File: config.mk
export PLATFORM = sky130hd
export DESIGN_NAME = prog_loader_ctrl_flat
export DESIGN_NICKNAME = d
export VERILOG_FILES = /design/src/rtl/soc_now_pkg.sv /design/src/rtl/prog_loader_ctrl_if.sv /design/src/rtl/prog_uart_rx.sv /design/src/rtl/prog_loader_ctrl.sv /design/src/flat_wrapper.sv
export SDC_FILE = /design/constraint.sdc
export NUM_CORES = 1
export LEC_CHECK = 0
export ABC_CLOCK_PERIOD_IN_PS = 4500
export CAP_MARGIN = 0
export CORE_MARGIN = 3
export CORE_UTILIZATION = 55
export DETAILED_ROUTE_END_ITERATION = 6
export PLACE_DENSITY_LB_ADDON = 0.1
export SETUP_SLACK_MARGIN = 0.02
export SLEW_MARGIN = 20
export SYNTH_ARGS = -nofsm -noshare
export SYNTH_HDL_FRONTEND = slang
export SYNTH_SLANG_ARGS = --single-unit
File: constraint.sdc
create_clock -name clock -period 4.5 [get_ports clock]
set_input_delay 0.45 -clock clock [delete_from_list [all_inputs] [get_ports clock]]
set_output_delay 0.45 -clock clock [all_outputs]
set_load 0.05 [all_outputs]
File: src/rtl/soc_now_pkg.sv
// Shared types and constants for the boot-time program loader.
package soc_now_pkg;

  // Loader FSM: collect a word, write it, or sit finished with the core running.
  typedef enum logic [1:0] {
    ST_RECV  = 2'd0,
    ST_WRITE = 2'd1,
    ST_DONE  = 2'd2
  } loader_state_e;

  // UART receiver frame position.
  typedef enum logic [1:0] {
    RX_IDLE  = 2'd0,
    RX_START = 2'd1,
    RX_DATA  = 2'd2,
    RX_STOP  = 2'd3
  } rx_state_e;

  // Marker word that ends a program image; never stored.
  localparam logic [31:0] END_WORD_DEF = 32'h0000_0FFF;

  // 8N1 framing.
  localparam int DATA_BITS = 8;
  localparam int STOP_BITS = 1;

endpackage

File: src/rtl/prog_loader_ctrl_if.sv
// Instruction-memory write port: loader is master, ICCM side is slave.
interface prog_loader_ctrl_if #(
  parameter int ADDR_W = 13
);
  logic              mem_req_o;
  logic              mem_gnt_i;
  logic [ADDR_W-1:0] mem_addr_o;
  logic [31:0]       mem_wdata_o;

  modport master (output mem_req_o, output mem_addr_o, output mem_wdata_o, input mem_gnt_i);
  modport slave  (input mem_req_o, input mem_addr_o, input mem_wdata_o, output mem_gnt_i);
endinterface

File: src/rtl/prog_uart_rx.sv
// 8N1 UART receiver with run-time bit period. byte_valid_o is combinational
// in the cycle of a good stop-bit sample so the loader can react on that edge.
module prog_uart_rx
  import soc_now_pkg::*;
(
  input  logic        clock,
  input  logic        reset,
  input  logic        rx_i,
  input  logic [15:0] clk_per_bit_i,
  output logic        byte_valid_o,
  output logic [7:0]  byte_data_o
);

  logic        sync1_q, sync2_q, prev_q;
  rx_state_e   st_q, st_d;
  logic [15:0] cnt_q, cnt_d;
  logic [15:0] per_q, per_d;
  logic [2:0]  bit_q, bit_d;
  logic [7:0]  sh_q, sh_d;
  logic        sample;

  assign sample      = (cnt_q == 16'd0);
  assign byte_data_o = sh_q;

  // Synchroniser, edge history and frame state registers.
  always_ff @(posedge clock or posedge reset) begin
    if (reset) begin
      sync1_q <= 1'b1;
      sync2_q <= 1'b1;
      prev_q  <= 1'b1;
      st_q    <= RX_IDLE;
      cnt_q   <= '0;
      per_q   <= '0;
      bit_q   <= '0;
      sh_q    <= '0;
    end else begin
      sync1_q <= rx_i;
      sync2_q <= sync1_q;
      prev_q  <= sync2_q;
      st_q    <= st_d;
      cnt_q   <= cnt_d;
      per_q   <= per_d;
      bit_q   <= bit_d;
      sh_q    <= sh_d;
    end
  end

  // Frame sequencing: half-period to the start-bit centre, then full periods.
  always_comb begin
    st_d         = st_q;
    per_d        = per_q;
    bit_d        = bit_q;
    sh_d         = sh_q;
    byte_valid_o = 1'b0;
    cnt_d        = (st_q != RX_IDLE && !sample) ? cnt_q - 16'd1 : cnt_q;
    case (st_q)
      RX_IDLE: begin
        // Period is latched here so a mid-frame change cannot skew the samples.
        if (prev_q && !sync2_q && clk_per_bit_i >= 16'd2) begin
          per_d = clk_per_bit_i;
          cnt_d = (clk_per_bit_i >> 1) - 16'd1;
          st_d  = RX_START;
        end
      end
      RX_START: begin
        if (sample) begin
          if (sync2_q) begin
            st_d = RX_IDLE;            // line back high: glitch, not a start bit
          end else begin
            cnt_d = per_q - 16'd1;
            bit_d = '0;
            st_d  = RX_DATA;
          end
        end
      end
      RX_DATA: begin
        if (sample) begin
          sh_d  = {sync2_q, sh_q[7:1]};  // LSB arrives first
          cnt_d = per_q - 16'd1;
          if (bit_q == 3'(DATA_BITS - 1)) begin
            bit_d = '0;
            st_d  = RX_STOP;
          end else begin
            bit_d = bit_q + 3'd1;
          end
        end
      end
      default: begin
        if (sample) begin
          if (!sync2_q) begin
            st_d = RX_IDLE;            // framing error: byte dropped silently
          end else if (bit_q == 3'(STOP_BITS - 1)) begin
            byte_valid_o = 1'b1;
            st_d         = RX_IDLE;
          end else begin
            bit_d = bit_q + 3'd1;
            cnt_d = per_q - 16'd1;
          end
        end
      end
    endcase
  end

endmodule

File: src/rtl/prog_loader_ctrl.sv
// Boot loader: packs UART bytes little-endian into words, writes them to the
// ICCM over req/gnt and releases the core when the end marker arrives.
module prog_loader_ctrl
  import soc_now_pkg::*;
#(
  parameter int          ADDR_W   = 13,
  parameter logic [31:0] END_WORD = END_WORD_DEF
) (
  input  logic                      clock,
  input  logic                      reset,
  input  logic                      rx_i,
  input  logic [15:0]               clk_per_bit_i,
  prog_loader_ctrl_if.master        mem,
  output logic                      core_rst_o,
  output logic                      done_o,
  output logic [1:0]                err_o
);

  logic              byte_valid;
  logic [7:0]        byte_data;
  loader_state_e     state_q, state_d;
  logic [1:0]        cnt_q, cnt_d;
  logic [31:0]       word_q, word_d;
  logic [31:0]       full_word;
  logic [ADDR_W-1:0] addr_q, addr_d;
  logic [31:0]       wdata_q, wdata_d;
  logic              req_q, req_d;
  logic [1:0]        err_q, err_d;
  logic              core_rst_q, core_rst_d;
  logic              done_q, done_d;

  prog_uart_rx u_rx (
    .clock         (clock),
    .reset         (reset),
    .rx_i          (rx_i),
    .clk_per_bit_i (clk_per_bit_i),
    .byte_valid_o  (byte_valid),
    .byte_data_o   (byte_data)
  );

  // Word as it will look once the incoming byte lands in the top lane.
  assign full_word = {byte_data, word_q[23:0]};

  assign mem.mem_req_o   = req_q;
  assign mem.mem_addr_o  = addr_q;
  assign mem.mem_wdata_o = wdata_q;
  assign core_rst_o      = core_rst_q;
  assign done_o          = done_q;
  assign err_o           = err_q;

  // State and datapath registers.
  always_ff @(posedge clock or posedge reset) begin
    if (reset) begin
      state_q    <= ST_RECV;
      cnt_q      <= '0;
      word_q     <= '0;
      addr_q     <= '0;
      wdata_q    <= '0;
      req_q      <= 1'b0;
      err_q      <= '0;
      core_rst_q <= 1'b1;
      done_q     <= 1'b0;
    end else begin
      state_q    <= state_d;
      cnt_q      <= cnt_d;
      word_q     <= word_d;
      addr_q     <= addr_d;
      wdata_q    <= wdata_d;
      req_q      <= req_d;
      err_q      <= err_d;
      core_rst_q <= core_rst_d;
      done_q     <= done_d;
    end
  end

  // Next state: a 4th byte ends a word, a grant ends a write.
  always_comb begin
    state_d = state_q;
    case (state_q)
      ST_RECV:
        if (byte_valid && cnt_q == 2'd3)
          state_d = (full_word == END_WORD) ? ST_DONE : ST_WRITE;
      ST_WRITE:
        if (mem.mem_gnt_i)
          state_d = (addr_q == {ADDR_W{1'b1}}) ? ST_DONE : ST_RECV;
      default: state_d = ST_DONE;
    endcase
  end

  // Packing, memory handshake and status outputs.
  always_comb begin
    cnt_d      = cnt_q;
    word_d     = word_q;
    addr_d     = addr_q;
    wdata_d    = wdata_q;
    req_d      = req_q;
    err_d      = err_q;
    case (state_q)
      ST_RECV: begin
        if (byte_valid) begin
          word_d[8*cnt_q +: 8] = byte_data;
          cnt_d                = cnt_q + 2'd1;
          if (cnt_q == 2'd3 && full_word != END_WORD) begin
            wdata_d = full_word;
            req_d   = 1'b1;
          end
        end
      end
      ST_WRITE: begin
        // One byte of the next word may be parked while the write is pending.
        if (byte_valid) begin
          if (cnt_q == 2'd0) begin
            word_d[7:0] = byte_data;
            cnt_d       = 2'd1;
          end else begin
            err_d[0] = 1'b1;
          end
        end
        if (mem.mem_gnt_i) begin
          req_d = 1'b0;
          if (addr_q == {ADDR_W{1'b1}}) err_d[1] = 1'b1;
          else                          addr_d   = addr_q + 1'b1;
        end
      end
      default: ;
    endcase
    // Registered from the next state so release lands one cycle after entry.
    core_rst_d = (state_d != ST_DONE);
    done_d     = (state_d == ST_DONE);
  end

endmodule

File: src/flat_wrapper.sv
// flat-port wrapper written by rule: the top's interface ports become plain ports
module prog_loader_ctrl_flat import soc_now_pkg::*;
#(
  parameter int          ADDR_W   = 13,
  parameter logic [31:0] END_WORD = END_WORD_DEF
)
  (clock, reset, rx_i, clk_per_bit_i, core_rst_o, done_o, err_o, mem_mem_req_o, mem_mem_addr_o, mem_mem_wdata_o, mem_mem_gnt_i);
  prog_loader_ctrl_if #(.ADDR_W(ADDR_W)) mem_i ();
  input  logic clock;
  input  logic reset;
  input  logic rx_i;
  input  logic [15:0] clk_per_bit_i;
  output logic core_rst_o;
  output logic done_o;
  output logic [1:0] err_o;
  output wire logic [$bits(mem_i.mem_req_o)-1:0] mem_mem_req_o;
  output wire logic [$bits(mem_i.mem_addr_o)-1:0] mem_mem_addr_o;
  output wire logic [$bits(mem_i.mem_wdata_o)-1:0] mem_mem_wdata_o;
  input wire logic [$bits(mem_i.mem_gnt_i)-1:0] mem_mem_gnt_i;
  assign mem_mem_req_o = mem_i.mem_req_o;
  assign mem_mem_addr_o = mem_i.mem_addr_o;
  assign mem_mem_wdata_o = mem_i.mem_wdata_o;
  assign mem_i.mem_gnt_i = mem_mem_gnt_i;
  prog_loader_ctrl #(.ADDR_W(ADDR_W), .END_WORD(END_WORD)) u_core (.clock(clock), .reset(reset), .rx_i(rx_i), .clk_per_bit_i(clk_per_bit_i), .mem(mem_i), .core_rst_o(core_rst_o), .done_o(done_o), .err_o(err_o));
endmodule
==> impl_metrics.toml, run 1 <==
[outcome]
status = "finished, final reports clean"

[final_layout]
insertedDiodeCount = 0
fillers = 841
drive_above_1_share_pct = 16.25
multi_input_area_um2 = 3118
area_growth_syn_to_layout_pct = 22.14
nets = 706
fin_util_pct = 70.84
regArea_um2 = 3158

[synthesis]
synth_seq_cells = 126
yosys_warnings = 0
syn_inst = 596
synth_ff_type = "dfrtp_1"
syn-cell-area_um2 = 6452
yosys.area.top_type = "dfrtp_1"
syn_nets = 632
synth_edf_count = 0
netlist.area_leader.share_pct = 47.31
synth_seq_area_share_pct = 48.94
synth_area_leaders = "dfrtp_1, mux2_4, nand2_1"
synth_most_common_cell = "dfrtp_1"
ys_top_cells_by_count = "dfrtp_1, nand2_1, o21ai_1"
synthArstFlopShare_pct = 100.0
synth_cell_type_count = 70
synth.avg_cell_area_um2 = 10.83

[sta]
fin_skew_ps = 7.274
timing.fmax_mhz = 323.2
slew_viol_final = 0
fin_hold_ws_ps = 357.2
fin_tns_setup_ps = 0
hold_viol = 0
grt_setup_unrepaired = "false"
setup-violations-final = 0
setup_ws_ps = 1406
period_share_pct = 68.76
relSlewSlack_pct = 31.34
tightest_slew_ps = 1026
fin_crit_ps = 3094

[floorplanning]
rows = 38
pin_count = 70
core_um2 = 11130
die_area_um2 = 13070
die_y_um = 114.3
die_w_um = 114.3
start_util_pct = 58.00

[worst_setup_path]
rr_worst_depth = 6
worstPathRequired_ps = 4800
worstSetupStartpointType = "register"
cp-end-kind = "register"
crit_type = "register to register"
crit_arrival_ps = 3390
cp_max_fo = 21

[cts]
ctsResizeCount = 0
cts_tree = "done"
cts-htree-levels = 4
cts_made_buffers = 17
cts_buffer_depth = 2
root_buffer = "clkbuf_16"
post-cts-setup-buffers = 0
cts.sinks = 126
cts_hold_buf = 0
clk_pin_slew_ps = 50
insertion_delay_ps = 420

[routing]
drt-wirelength-per-cell_um = 17.52
drc = 0
wirelength_um = 14420
num_vias = 4831
antenna_left = 0
first_iter_violations = 398
vias_per_cell = 5.870
drtPass1Iterations = 6

[worst_hold_path]
min_path_cells = 0
hold_path_class = "register to register"

[grt]
track_usage_pct = 23.88
antenna_found_initial = 0
grt_start_max_net_pins = 91
grt_pass1_vias = 4846
met3_usage_pct = 6.501
grt_util_met2_pct = 36.14
grtUsageMet1_pct = 33.69
grt-ovfl-total = 0
grt_pass1_wl_um = 24480
busiest_layer = "met2"

[placed_design]
hpwl_um = 10180
port_buffers = 69
gp_congestion = 0.9257
pre_cts_ws_ps = 1420

[power]
power_leakage_nw = 3.362
power_mw = 2.724
ir_drop_mv = 0.2641
power_density_nw_per_um2 = 345.7

[run]
cap_violations = 0
[final cells by class]
type / count / area share (%)
clock inverters: 10 / 2.016
inverters: 21 / 1.064
well taps: 140 / 2.223
clock buffers: 22 / 6.017
multi-input cells: 432 / 39.56
repair buffers: 72 / 9.049
flip-flops and latches: 126 / 40.07
[worst paths after layout]
path	start	slack, ps	end
max	u_core.u_rx.st_q[1]	1410	u_core.mem.mem_wdata_o[11]
min	u_core.u_rx.sync1_q	360	u_core.u_rx.sync2_q
max reg2reg	u_core.u_rx.st_q[1]	1410	u_core.mem.mem_wdata_o[11]
min reg2reg	u_core.u_rx.sync1_q	360	u_core.u_rx.sync2_q
max in group asynchronous	reset	3120	u_core.cnt_q[0]
min in group asynchronous	reset	540	u_core.mem.mem_addr_o[2]
[cells in the final DEF, fill, tap and decap left out, drive strengths merged, types with 17 or more instances in the layout]
master,n
nor2,21
clkdlybuf4s50,69
inv,22
xnor2,26
nand2,100
xor2,17
mux2,51
o21ai,44
clkbuf,22
dfrtp,122
nor4,18
[metal layers]
layer	vias to the layer above	wire length (µm)
met4	0	206
met3	22	1057
li1	2269	-
met2	173	6676
met1	2367	6481
met5	-	0
[per-stage QoR]
step / instances / area (µm²)
6_report: 823 / 7881
5_1_grt: 823 / 7881
4_1_cts: 823 / 7879
3_5_place_dp: 791 / 7246
3_3_place_gp: 791 / 7246
2_1_floorplan: 596 / 6452
[report_power, final]
part / total, mW / internal (mW) / switching (mW)
Combinational: 0.111 / 0.0430 / 0.0678
Sequential: 1.16 / 1.15 / 0.0126
Clock: 1.46 / 0.969 / 0.487
Total: 2.72 / 2.16 / 0.567
[registers in the layout, indices dropped and copies added (netlist names), 3 cells and up]
name / flops
u_core.mem.mem_wdata_o: 32
u_core.word_q: 24
u_core.u_rx.cnt_q: 16
u_core.u_rx.per_q: 16
u_core.mem.mem_addr_o: 13
u_core.u_rx.byte_data_o: 8
u_core.u_rx.bit_q: 3
[cells by family (layout without fill, tap and decap cells)]
| group | Yosys count | in the layout | share of synthesized area (%) |
|---|---|---|---|
| and+or+nand+nor | 229 | 229 | 19.14 |
| DFF | 126 | 126 | 48.94 |
| AOI/OAI and AO/OA | 91 | 91 | 9.405 |
| muxes | 53 | 53 | 10.84 |
| xor gates and xnor gates | 43 | 43 | 5.837 |
| buffers and inverters | 38 | 125 | 2.734 |
| adders and majority gates | 16 | 16 | 3.103 |
[worst max-delay path, stage by stage (launching register included)]
cell     delay [ps]
dfrtp_1         450
ha_1            470
nand4_1         350
nor4_2          340
nand4_2         550
buf_4           470
mux2_4          340
No activity file was read; power rests on OpenSTA's default activity.
==> run 2: changes to the inputs <==
--- a/config.mk
+++ b/config.mk
@@ -5,7 +5,7 @@
 export SDC_FILE = /design/constraint.sdc
 export NUM_CORES = 1
 export LEC_CHECK = 0
-export ABC_CLOCK_PERIOD_IN_PS = 4500
+export ABC_CLOCK_PERIOD_IN_PS = 3200
 export CAP_MARGIN = 0
 export CORE_MARGIN = 3
 export CORE_UTILIZATION = 55
==> constraint.sdc (replaced) <==
create_clock -name clock -period 3.2 [get_ports clock]
set_input_delay 0.32 -clock clock [delete_from_list [all_inputs] [get_ports clock]]
set_output_delay 0.32 -clock clock [all_outputs]
set_load 0.05 [all_outputs]
==> run 2 against run 1 <==
Effect of this change:
- power up 35%
- flip-flop and latch count unchanged
- critical path type unchanged
- setup slack worse by 790 ps
- sequential power grew 41%
- clock skew down 0.92 ps
- utilization increased by 0.18 points
==> impl_metrics.toml, run 2 (synthesized netlist as in run 1, its figures left out) <==
[floorplanning]
core_um2 = 11130
start_util_pct = 58.00
die_w_um = 114.3
die_area_um2 = 13070
pin_count = 70
die_y_um = 114.3
rows = 38

[routing]
first_iter_violations = 390
drt-wirelength-per-cell_um = 17.39
wirelength_um = 14450
num_vias = 4918
antenna_left = 0
drc = 0
drtPass1Iterations = 6
vias_per_cell = 5.918

[power]
combPwrFrac_pct = 4.4
power_mw = 3.685
switchingPower_mw = 0.7957
switching_share_pct = 21.59
pwr-share-seq_pct = 44.2
p_int_mw = 2.890
clkPwrFrac_pct = 51.5
power_density_nw_per_um2 = 466.4
power_leakage_nw = 3.384
ir_drop_mv = 0.4182

[grt]
grt_start_max_net_pins = 57
grt_pass1_vias = 4854
grt_pass1_wl_um = 24120
grt-ovfl-total = 0
track_usage_pct = 23.52
antenna_found_initial = 0

[worst_setup_path]
cp-end-kind = "register"
worstSetupStartpointType = "register"
crit_type = "register to register"
cp_max_fo = 11
worstPathRequired_ps = 3490
crit_arrival_ps = 2880

[cts]
cts_made_buffers = 17
clk_pin_slew_ps = 50
insertion_delay_ps = 420
post-cts-setup-buffers = 0
ctsResizeCount = 0
cts_hold_buf = 0
cts-htree-levels = 4
cts_tree = "done"
cts.sinks = 126
root_buffer = "clkbuf_16"
cts_buffer_depth = 2

[sta]
grt_setup_unrepaired = "false"
relSlewSlack_pct = 35.02
fin_skew_ps = 6.351
fin_tns_setup_ps = 0
tightest_slew_ps = 971.1
timing.fmax_mhz = 386.6
period_share_pct = 80.83
setup-violations-final = 0
slew_viol_final = 0
fin_crit_ps = 2587
hold_viol = 0

[final_layout]
fin_area_um2 = 7901
layout_common_cells = "dfrtp_1, nand2_1, clkdlybuf4s50_1"
drive_above_1_share_pct = 17.08
largest_register_ffs = 32
area_growth_syn_to_layout_pct = 22.45
nets = 714
regArea_um2 = 3158
mostFrequentLayoutCell = "dfrtp_1"
insertedDiodeCount = 0
fillers = 810
multi_input_area_um2 = 3118

[placed_design]
hpwl_um = 10380
dpl-instance-area_um2 = 7320
port_buffers = 69
gp_congestion = 0.9418

[worst_hold_path]
hold_path_class = "input pin to asynchronous set/reset pin"

[run]
cap_violations = 0

[outcome]
status = "finished, final reports clean"
## run 2: metal layers
metal / global-route usage, % / share of wire (%) / vias to the layer above
li1: - / - / 2298
met1: 34.60 / 46 / 2399
met2: 34.23 / 44 / 192
met3: 4.968 / 7.5 / 29
met4: 9.105 / 1.8 / 0
met5: 0 / 0 / -
## run 2: final timing paths
| kind | start | endpoint | depth (start not counted) | slack [ps] |
|---|---|---|---|---|
| setup / recovery | u_core.u_rx.cnt_q[0] | u_core.u_rx.cnt_q[4] | 8 | 610 |
| hold / removal | reset | u_core.mem.mem_wdata_o[26] | 2 | 240 |
| setup reg to reg | u_core.u_rx.cnt_q[0] | u_core.u_rx.cnt_q[4] | 8 | 610 |
| hold reg to reg | u_core.u_rx.sync1_q | u_core.u_rx.sync2_q | 0 | 350 |
| max in group asynchronous | reset | u_core.u_rx.prev_q | 3 | 2260 |
| min in group clock | rx_i | u_core.u_rx.sync1_q | 1 | 310 |
## run 2: worst max-delay path: stages, from the launching register on
cell and delay [ps]:
dfrtp_1 410, inv_1 110, ha_1 220, nor4b_1 250, and4_1 280, a22oi_2 80
a211oi_2 660, a21oi_1 60, or3_1 390
## run 2: power by group through the flow
stage               sequential [mW]  clock [mW]  combinational (mW)
CTS                            1.63        1.92               0.164
floorplan                      1.67           0              0.0703
global route                   1.63        2.00               0.177
finish                         1.63        1.90               0.162
global placement               1.65           0               0.160
detailed placement             1.65           0               0.162
## run 2: cell type report
class / instances / area share [%]
clock buffer: 20 / 5.527
clock inverter: 12 / 1.837
inverter: 21 / 1.045
multi-input combinational: 432 / 39.46
sequential: 126 / 39.97
tap: 140 / 2.217
timing repair buffer: 80 / 9.945
## run 2: stage by stage
step	util, %	setup slack [ps]	hold WS, ps	cells
CTS	71.02	604.2	239.3	831
finish	71.02	613.5	243.1	831
floorplan	-	935.0	324.5	596
global placement	65.79	340.8	346.7	799
global route	71.02	408.0	276.1	831
detailed placement	65.79	277.0	347.6	799
==> variant, RTL diff (config.mk and constraints of run 2) <==
`ADDR_W` is set to 13 in 3 places; all go to 15.
--- a/src/rtl/prog_loader_ctrl_if.sv
+++ b/src/rtl/prog_loader_ctrl_if.sv
@@ -1,6 +1,6 @@
 // Instruction-memory write port: loader is master, ICCM side is slave.
 interface prog_loader_ctrl_if #(
-  parameter int ADDR_W = 13
+  parameter int ADDR_W = 15
 );
   logic              mem_req_o;
   logic              mem_gnt_i;
--- a/src/rtl/prog_loader_ctrl.sv
+++ b/src/rtl/prog_loader_ctrl.sv
@@ -3,7 +3,7 @@
 module prog_loader_ctrl
   import soc_now_pkg::*;
 #(
-  parameter int          ADDR_W   = 13,
+  parameter int          ADDR_W   = 15,
   parameter logic [31:0] END_WORD = END_WORD_DEF
 ) (
   input  logic                      clock,
--- a/src/flat_wrapper.sv
+++ b/src/flat_wrapper.sv
@@ -1,7 +1,7 @@
 // flat-port wrapper written by rule: the top's interface ports become plain ports
 module prog_loader_ctrl_flat import soc_now_pkg::*;
 #(
-  parameter int          ADDR_W   = 13,
+  parameter int          ADDR_W   = 15,
   parameter logic [31:0] END_WORD = END_WORD_DEF
 )
   (clock, reset, rx_i, clk_per_bit_i, core_rst_o, done_o, err_o, mem_mem_req_o, mem_mem_addr_o, mem_mem_wdata_o, mem_mem_gnt_i);
Interface: changed (resized mem_mem_addr_o); port bits go from 70 to 72. The function was not compared with the original's and may differ.
==> variant against run 2 <==
  * Routed wire length up 2.8%
  * Count of clock-buffer cells in the layout up 4
  * Total power up 6.7%
  * Combinational power up 81%
  * Maximum frequency down 11%
  * Synthesized cell count up 3.2%
  * Worst setup slack worse by 330 ps
  * Sequential cell count up 2
  * Area after synthesis up 5.2%
  * Final area up 4.1%
  * Critical path type unchanged
  * Critical endpoint is now u_core.mem.mem_wdata_o[29]
==> variant: results (changes against run 2) <==
| Metric | Value |
|---|---|
| Switching share of power | 23.6% (+2.0 points) |
| Avg Vias per Cell | 5.93 (+0.19%) |
| Crit-path slowest cell | and3_2 |
| Share of power burned in registers | 44.9% (+0.7 points) |
| Multi-In Gates | 433 (+0.23%) |
| PwrDens | 478 nW/um^2 (+2.5%) |
| Fraction of cell area in non-clock buffers | 9.43% (-0.51 points) |
| Nonclk inv count | 38 (+81%) |
| Clk tree area frac | 7.15% (-0.21 points) |
| Register area | 3210 sq um (+1.6%) |
| WL/cell | 17.4 um (+0.29%) |
| Reg2Reg Setup Slack | 280 ps (-330 ps) |
| HPWL after detailed placement | 10500 um (+1.3%) |
| Fillers | 863 (+6.5%) |
| Worst Setup SP | u_core.u_rx.st_q[0] |
| Detailed Routing Iterations Pass 1 | 5 (-1) |
| Worst-path maximum fanout | 33 (+22) |
| Maximum VDD drop | 0.000352 V (-16%) |
| Final clock skew | 12.4 ps (+6.04 ps) |
| Unique cell type count in the Yosys netlist | 72 (+2.9%) |
| Outcome | finished, final reports clean |
| NumNets Final | 732 (+2.5%) |
| Sequential area share after synthesis | 47.3% (-1.7 points) |
| Non-CTS buffers | 78 (-2.5%) |
| Buffers added on ports | 71 (+2.9%) |
| Worst slew pin tran | 1040 ps (+73.0 ps) |
| Syn avg cell area | 11.0 sq um (+1.9%) |
| Post-DP Area | 7640 sq um (+4.3%) |
| Placed cell count | 820 (+2.6%) |
| Static Leakage | 0.00364 uW (+7.4%) |
| Syn_nets | 651 (+3.0%) |
| Largest net degree at the start of global routing | 129 (+130%) |
| All-Layer GR Usage | 23.2% (-0.36 points) |
| Worst Reg-to-Reg Cells | 6 (-2) |
| Dpl ws | 274 ps (-3.18 ps) |
| Synth Instances | 615 (+3.2%) |
variant: changes by cell type in the layout (fill, tap and decap cells not counted), sizes merged, moves of 10 or more:
cell,delta
nand2,-46
inv,+18
o21ai,-10
a22oi,+13
variant: worst reg2reg max path, stage by stage (launching register included):
cell and delay [ps]:
dfrtp_1 410, ha_1 290, and4b_1 310, nor2b_1 260
and3_1 230, and3_2 880, mux2_2 440
variant: kinds of logic (layout without fill, tap and decap cells):
kind of cell | after synthesis | in the layout | synth area share [%]
fa+ha+maj | 16 | 16 | 2.95
compound gates | 107 | 107 | 10.9
mux | 67 | 67 | 12.5
xor+xnor | 46 | 46 | 5.94
buf+inv | 54 | 148 | 3.87
flops | 128 | 128 | 47.3
simple gates | 197 | 197 | 16.5
variant: layer usage:
metal | vias to the layer above | track usage [%] | share of wire (%)
li1 | 2413 | - | -
met5 | - | 0 | 0
met4 | 0 | 6.73 | 1.4
met1 | 2493 | 29.0 | 43
met2 | 125 | 39.2 | 51
met3 | 21 | 6.58 | 4.1
